[src/rtl/mem_access_ctrl.sv]
// Access controller for the datapath dual-port RAM.
// Port A serves load/store requests; port B runs the pattern fill engine.
module mem_access_ctrl #(
  parameter int ADDR_W   = 16,
  parameter int DATA_W   = 16,
  parameter int READ_LAT = 2
) (
  input  logic              clock,
  input  logic              reset,
  input  logic              req_valid,
  output logic              req_ready,
  input  logic              req_we,
  input  logic [ADDR_W-1:0] req_addr,
  input  logic [DATA_W-1:0] req_wdata,
  output logic              rsp_valid,
  output logic [DATA_W-1:0] rsp_rdata,
  input  logic              fill_start,
  input  logic [ADDR_W-1:0] fill_base,
  input  logic [ADDR_W-1:0] fill_len,
  input  logic [DATA_W-1:0] fill_pattern,
  output logic              fill_busy,
  output logic              fill_done,
  output logic [ADDR_W-1:0] ram_address_a,
  output logic [DATA_W-1:0] ram_data_a,
  output logic              ram_wren_a,
  input  logic [DATA_W-1:0] ram_q_a,
  output logic [ADDR_W-1:0] ram_address_b,
  output logic [DATA_W-1:0] ram_data_b,
  output logic              ram_wren_b
);

  typedef enum logic [1:0] {
    S_IDLE,
    S_FILL,
    S_DONE
  } state_t;

  state_t              r_state;
  state_t              w_next;
  logic [ADDR_W-1:0]   r_ptr;
  logic [ADDR_W-1:0]   r_cnt;
  logic [DATA_W-1:0]   r_pat;
  logic [READ_LAT-1:0] r_vld;

  logic w_fill;
  logic w_hit;
  logic w_accept;
  logic w_load;
  logic w_len_nz;
  logic w_latch;

  assign w_fill   = (r_state == S_FILL);
  assign w_len_nz = (fill_len != '0);
  assign w_latch  = (r_state == S_IDLE) & fill_start & w_len_nz;

  // Stall port A when it targets the word port B writes this cycle
  assign w_hit    = w_fill & (req_addr == r_ptr);
  assign req_ready = ~reset & ~w_hit;
  assign w_accept = req_valid & req_ready;
  assign w_load   = w_accept & ~req_we;

  assign ram_address_a = req_addr;
  assign ram_data_a    = req_wdata;
  assign ram_wren_a    = w_accept & req_we;

  assign ram_address_b = r_ptr;
  assign ram_data_b    = r_pat;
  assign ram_wren_b    = w_fill & ~reset;

  assign fill_busy = w_fill;
  assign fill_done = (r_state == S_DONE);

  assign rsp_valid = r_vld[READ_LAT-1];
  assign rsp_rdata = rsp_valid ? ram_q_a : '0;

  always_comb begin
    w_next = r_state;
    unique case (r_state)
      S_IDLE: begin
        if (fill_start) begin
          w_next = w_len_nz ? S_FILL : S_DONE;
        end
      end
      S_FILL: begin
        if (r_cnt == ADDR_W'(1)) begin
          w_next = S_DONE;
        end
      end
      S_DONE:  w_next = S_IDLE;
      default: w_next = S_IDLE;
    endcase
  end

  always_ff @(posedge clock) begin
    if (reset) begin
      r_state <= S_IDLE;
      r_ptr   <= '0;
      r_cnt   <= '0;
      r_pat   <= '0;
    end else begin
      r_state <= w_next;
      if (w_latch) begin
        r_ptr <= fill_base;
        r_cnt <= fill_len;
        r_pat <= fill_pattern;
      end else if (w_fill) begin
        r_ptr <= r_ptr + ADDR_W'(1);
        r_cnt <= r_cnt - ADDR_W'(1);
      end
    end
  end

  // Load tracker: one bit per cycle of RAM read latency
  always_ff @(posedge clock) begin
    if (reset) begin
      r_vld <= '0;
    end else begin
      r_vld[0] <= w_load;
      for (int i = 1; i < READ_LAT; i++) begin
        r_vld[i] <= r_vld[i-1];
      end
    end
  end

endmodule
[config.mk]
export PLATFORM = sky130hd
export DESIGN_NAME = mem_access_ctrl
export DESIGN_NICKNAME = d
export VERILOG_FILES = /design/src/rtl/mem_access_ctrl.sv
export SDC_FILE = /design/constraint.sdc
export NUM_CORES = 1
export LEC_CHECK = 0
export CAP_MARGIN = 30
export CORE_MARGIN = 5
export CORE_UTILIZATION = 50
export DETAILED_ROUTE_END_ITERATION = 8
export DONT_BUFFER_PORTS = 1
export HOLD_SLACK_MARGIN = 0.15
export PLACE_DENSITY = 0.71
export SLEW_MARGIN = 20
export SYNTH_ARGS = -nofsm -noshare
export SYNTH_HDL_FRONTEND = slang
export SYNTH_SLANG_ARGS = --single-unit
[constraint.sdc]
create_clock -name clock -period 3.16 [get_ports clock]
set_input_delay 0.316 -clock clock [delete_from_list [all_inputs] [get_ports clock]]
set_output_delay 0.316 -clock clock [all_outputs]
set_load 0.05 [all_outputs]
Word level (Yosys, flattened, before mapping)
Index checks and enable logic that the tools add are counted.
Operators by class
  add/subtract/negate cells: 2
  eq/ne operators: 6
  mux-type cells: 9
  bitwise operators: 11
  reductions and logical operators: 4
Operators with widths (number)
  16-bit two-way mux: 5
  16-bit by 1-bit adder with 16-bit output (second input constant): 1
  16-bit by 1-bit == test with 1-bit output (second input constant): 1
  16-bit == test: 1
  16-bit nonzero test: 1
  16-bit by 1-bit subtractor with 16-bit output (second input constant): 1
  1-bit AND: 8
  2-bit two-way mux: 3
  2-bit case mux with 2 select lines: 1
  1-bit NOT: 3
  2-bit by 1-bit == test with 1-bit output (second input constant): 1
  2-bit == test (second input constant): 1
  2-bit logical NOT: 1
  2-bit by 1-bit inequality test with 1-bit output (second input constant): 1
  2-bit inequality test (second input constant): 1
  2-bit AND reduction: 1
  2-bit nonzero test: 1
Storage, ports and cells
  register bits: 52
  input bits: 101
  output and inout bits: 86
  logic and storage cells: 37

Longest topological paths before layout
  word-level depth: 6
  gate-level depth with buffers: 7

Worst setup path after synthesis
No wires, ideal clock.
  path type: register to output
  start point: register r_ptr[7] (netlist: ram_address_b[7])
  end point: output ram_wren_a
  data arrival time: 2367 ps
  data required time: 2844 ps
  slack: 477 ps
  stages on the path, launching flop included: 6
  buffers on the path: 1
  cell sequence: dfxtp_1 clkbuf_1 xnor2_1 nand4_1 nor4_1 a211oi_1
On the way
  longest elaborated chain between the ends: 6
RTL lines
  start, declared: line 40  | logic [ADDR_W-1:0] r_ptr;
  start signal, assigned: line 103  | r_ptr <= fill_base;
  start signal, assigned: line 107  | r_ptr <= r_ptr + ADDR_W'(1);
  16-bit == test: line 57  | assign w_hit = w_fill & (req_addr == r_ptr);
  1-bit AND: line 57
  1-bit NOT: line 58  | assign req_ready = ~reset & ~w_hit;
  1-bit AND: line 58
  1-bit AND: line 59  | assign w_accept = req_valid & req_ready;
  1-bit AND: line 64  | assign ram_wren_a = w_accept & req_we;
  end, declared: line 25  | output logic ram_wren_a,
No other way between the ends.

Final worst setup path
  start point: register r_ptr[5] (netlist: ram_address_b[5])
  end point: output ram_wren_a
The elaborated chain is that of the path after synthesis.

==> impl_metrics.toml <==
[outcome]
outcome = "finished clean"

[drt]
ant_nets = 0
viasPerCell = 6.34
post_drt_wl_per_cell_um = 20.8
dr.pass1.iters = 5
drc = 0
drtIter0Drc = 143
wl_um = 9450
vias = 2880

[logic_synthesis]
yosys_warnings = 0
synth_commonest_cells = "52 x dfxtp_1, 51 x nand2_1, 42 x a21oi_1"
ys_seq_area_frac = 0.335
yosysTopAreaCell = "dfxtp_1"
yosys.area.top_type_share = 0.335
synth.ff_latch_count = 52
syn_area_per_cell_sq_um = 7.99
synth.net_count = 493
ys_async_sr_fraction = 0
ys_types = 53
ys_dominant_reg_cell = "dfxtp_1"
netlist_instances = 389
synth_edf_count = 0
synth_most_common_cell = "dfxtp_1"
synthTopCellsByArea = "dfxtp_1 33%, buf_4 7.7%, a21oi_1 6.8%"
synth.cell_area_sq_mm = 0.00311

[floorplanning]
fp.dieW_um = 88.9
start_util = 0.519
die-area_sq_mm = 0.00790
num_io_pins = 187
core-area_sq_mm = 0.00599
rows = 28
die_h_um = 88.9

[critical_path]
r2r_end = "ram_address_b[14]$_SDFFE_PP0P_"
worstPathRequired_ns = 2.84
crit_family = "flip-flops"
worst-path-max-fanout = 7
arrival_ns = 2.42
rr_startpoint = "ram_address_b[5]$_SDFFE_PP0P_"
cp.buffers_inverters = 1
cp-end-kind = "primary output"
worstPathCellList = "xnor2_1, nand4_1, nor4_1, a211oi_2, buf_4"
start_kind = "register"
reg2regPathDepth = 4
r2r_setup_slack_ns = 0.84
crit_slowest_cell = "dfxtp_1"
max_stage_delay_ns = 0.77
path_class = "register to primary output"

[timing]
maxSlewViolCount = 0
period_share = 0.866
clock.fmax_ghz = 0.365
skew_ns = 0.00379
setup_ws_ns = 0.423
fin_crit_ns = 2.74
worst-slew-pin-transition_ns = 0.928
hold_viol = 0
rsz0062_at_grt = "no"
maxSlewHeadroom = 0.380
setup-tns-final_ns = 0
finalSetupViolCount = 0

[placement]
gp_congestion = 0.823
port_buffers = 0
dp_slack_ns = 0.733
place_area_sq_mm = 0.00302
place_hpwl_um = 6990

[run]
maxCapViolCount = 0

[clock_network]
clockRootBuffer = "clkbuf_8"
insertion_delay_ns = 0.30
cts.htree.levels = 2
cts_tree = "built"
clock_path_buffers = 2
cts_buffers = 5
cts_resized = 0
cts.clk_slew.worst_paths_ns = 0.10
cts_sinks = 52

[final_layout]
antenna_cells = 0
fin_area_sq_mm = 0.00337
multi_input_area_sq_mm = 0.00170
num-nets-final = 482
fillers = 585
drive_above_1_share = 0.103
regArea_sq_mm = 0.00104
area_growth_pct = 8.33

[hold_path]
min_from = "fill_len[14]"
hold_end = "r_cnt[14]$_SDFFE_PP0P_"
hp-class = "primary input to register"
hold_depth = 2

[global_routing]
antenna_found_initial = 0
grt_max_degree = 49
first_global_vias = 2766
grt-ovfl-total = 0
grt_usage = 0.228
grt_first_pass_wirelength_um = 14000

[pwr]
ir_drop_mv = 0.388
p_per_area_mw_per_mm2 = 568
power_mw = 1.91
leakage_nw = 1.19
layout by cell type, fill, tap and decap left out, drive strengths merged, types with 7 or more instances in the layout:
master / instances
xnor2: 16
nor2: 8
nand2: 51
and2: 16
or4: 9
a21oi: 42
buf: 22
dlygate4sd3: 17
a2bb2oi: 11
o211ai: 7
nand3: 22
dfxtp: 52
inv: 8
nand4: 8
a31oi: 7
nor3: 14
worst max-delay path by stage:
stage	startpoint	to	slack [ns]	cells after the start
floorplan	ram_address_b[7]$_SDFFE_PP0P_	ram_wren_a	0.48	5
global placement	ram_address_b[5]$_SDFFE_PP0P_	ram_wren_a	0.75	5
detailed placement	ram_address_b[5]$_SDFFE_PP0P_	ram_wren_a	0.73	5
CTS	ram_address_b[5]$_SDFFE_PP0P_	ram_wren_a	0.40	5
global route	ram_address_b[5]$_SDFFE_PP0P_	req_ready	0.28	5
finish	ram_address_b[5]$_SDFFE_PP0P_	ram_wren_a	0.42	5
timing repair:
action                                 4_1_cts  5_1_grt
endpoints found under the hold margin       49        1
buffers inserted                             0        0
hold buffers                                17        1
state kept, by name, indices dropped and copies added (netlist names):
| register | flops |
|---|---|
| ram_address_b | 16 |
| ram_data_b | 16 |
| r_vld | 2 |
| r_state | 2 |
| r_cnt | 16 |
report_power, final:
part / switching, mW / internal (mW)
logic: 0.278 / 0.169
clock network: 0.224 / 0.396
registers: 0.131 / 0.715
total: 0.633 / 1.28
stage by stage:
stage / hold WS [ns] / std cells / util
after detailed placement: 0.394 / 428 / 0.504
after floorplan: 0.389 / 389 / -
final: 0.160 / 454 / 0.562
after global routing: 0.166 / 454 / 0.562
after CTS: 0.151 / 453 / 0.561
after global placement: 0.391 / 428 / 0.504
area by class of cell:
cell class / count / share of cell area
inverters: 8 / 0.00892
flip-flops and latches: 52 / 0.309
repair buffers: 39 / 0.103
multi-input cells: 272 / 0.504
well taps: 75 / 0.0279
clock buffers: 5 / 0.0204
clock inverters: 3 / 0.0267
cell families after synthesis:
logic type      after synthesis  share of synthesized area
xor+xnor                     17                     0.0479
fa+ha+maj                     3                     0.0121
buf+inv                      65                      0.121
mux                           1                    0.00362
flops                        52                      0.335
compound gates               95                      0.215
simple gates                156                      0.265
layer usage:
| layer | GRT usage | wire length, um |
|---|---|---|
| met2 | 0.434 | 5020 |
| met5 | 0 | 0 |
| met3 | 0.0670 | 1110 |
| met1 | 0.249 | 3260 |
| met4 | 0.0412 | 59 |
No activity file was read; power rests on OpenSTA's default activity.
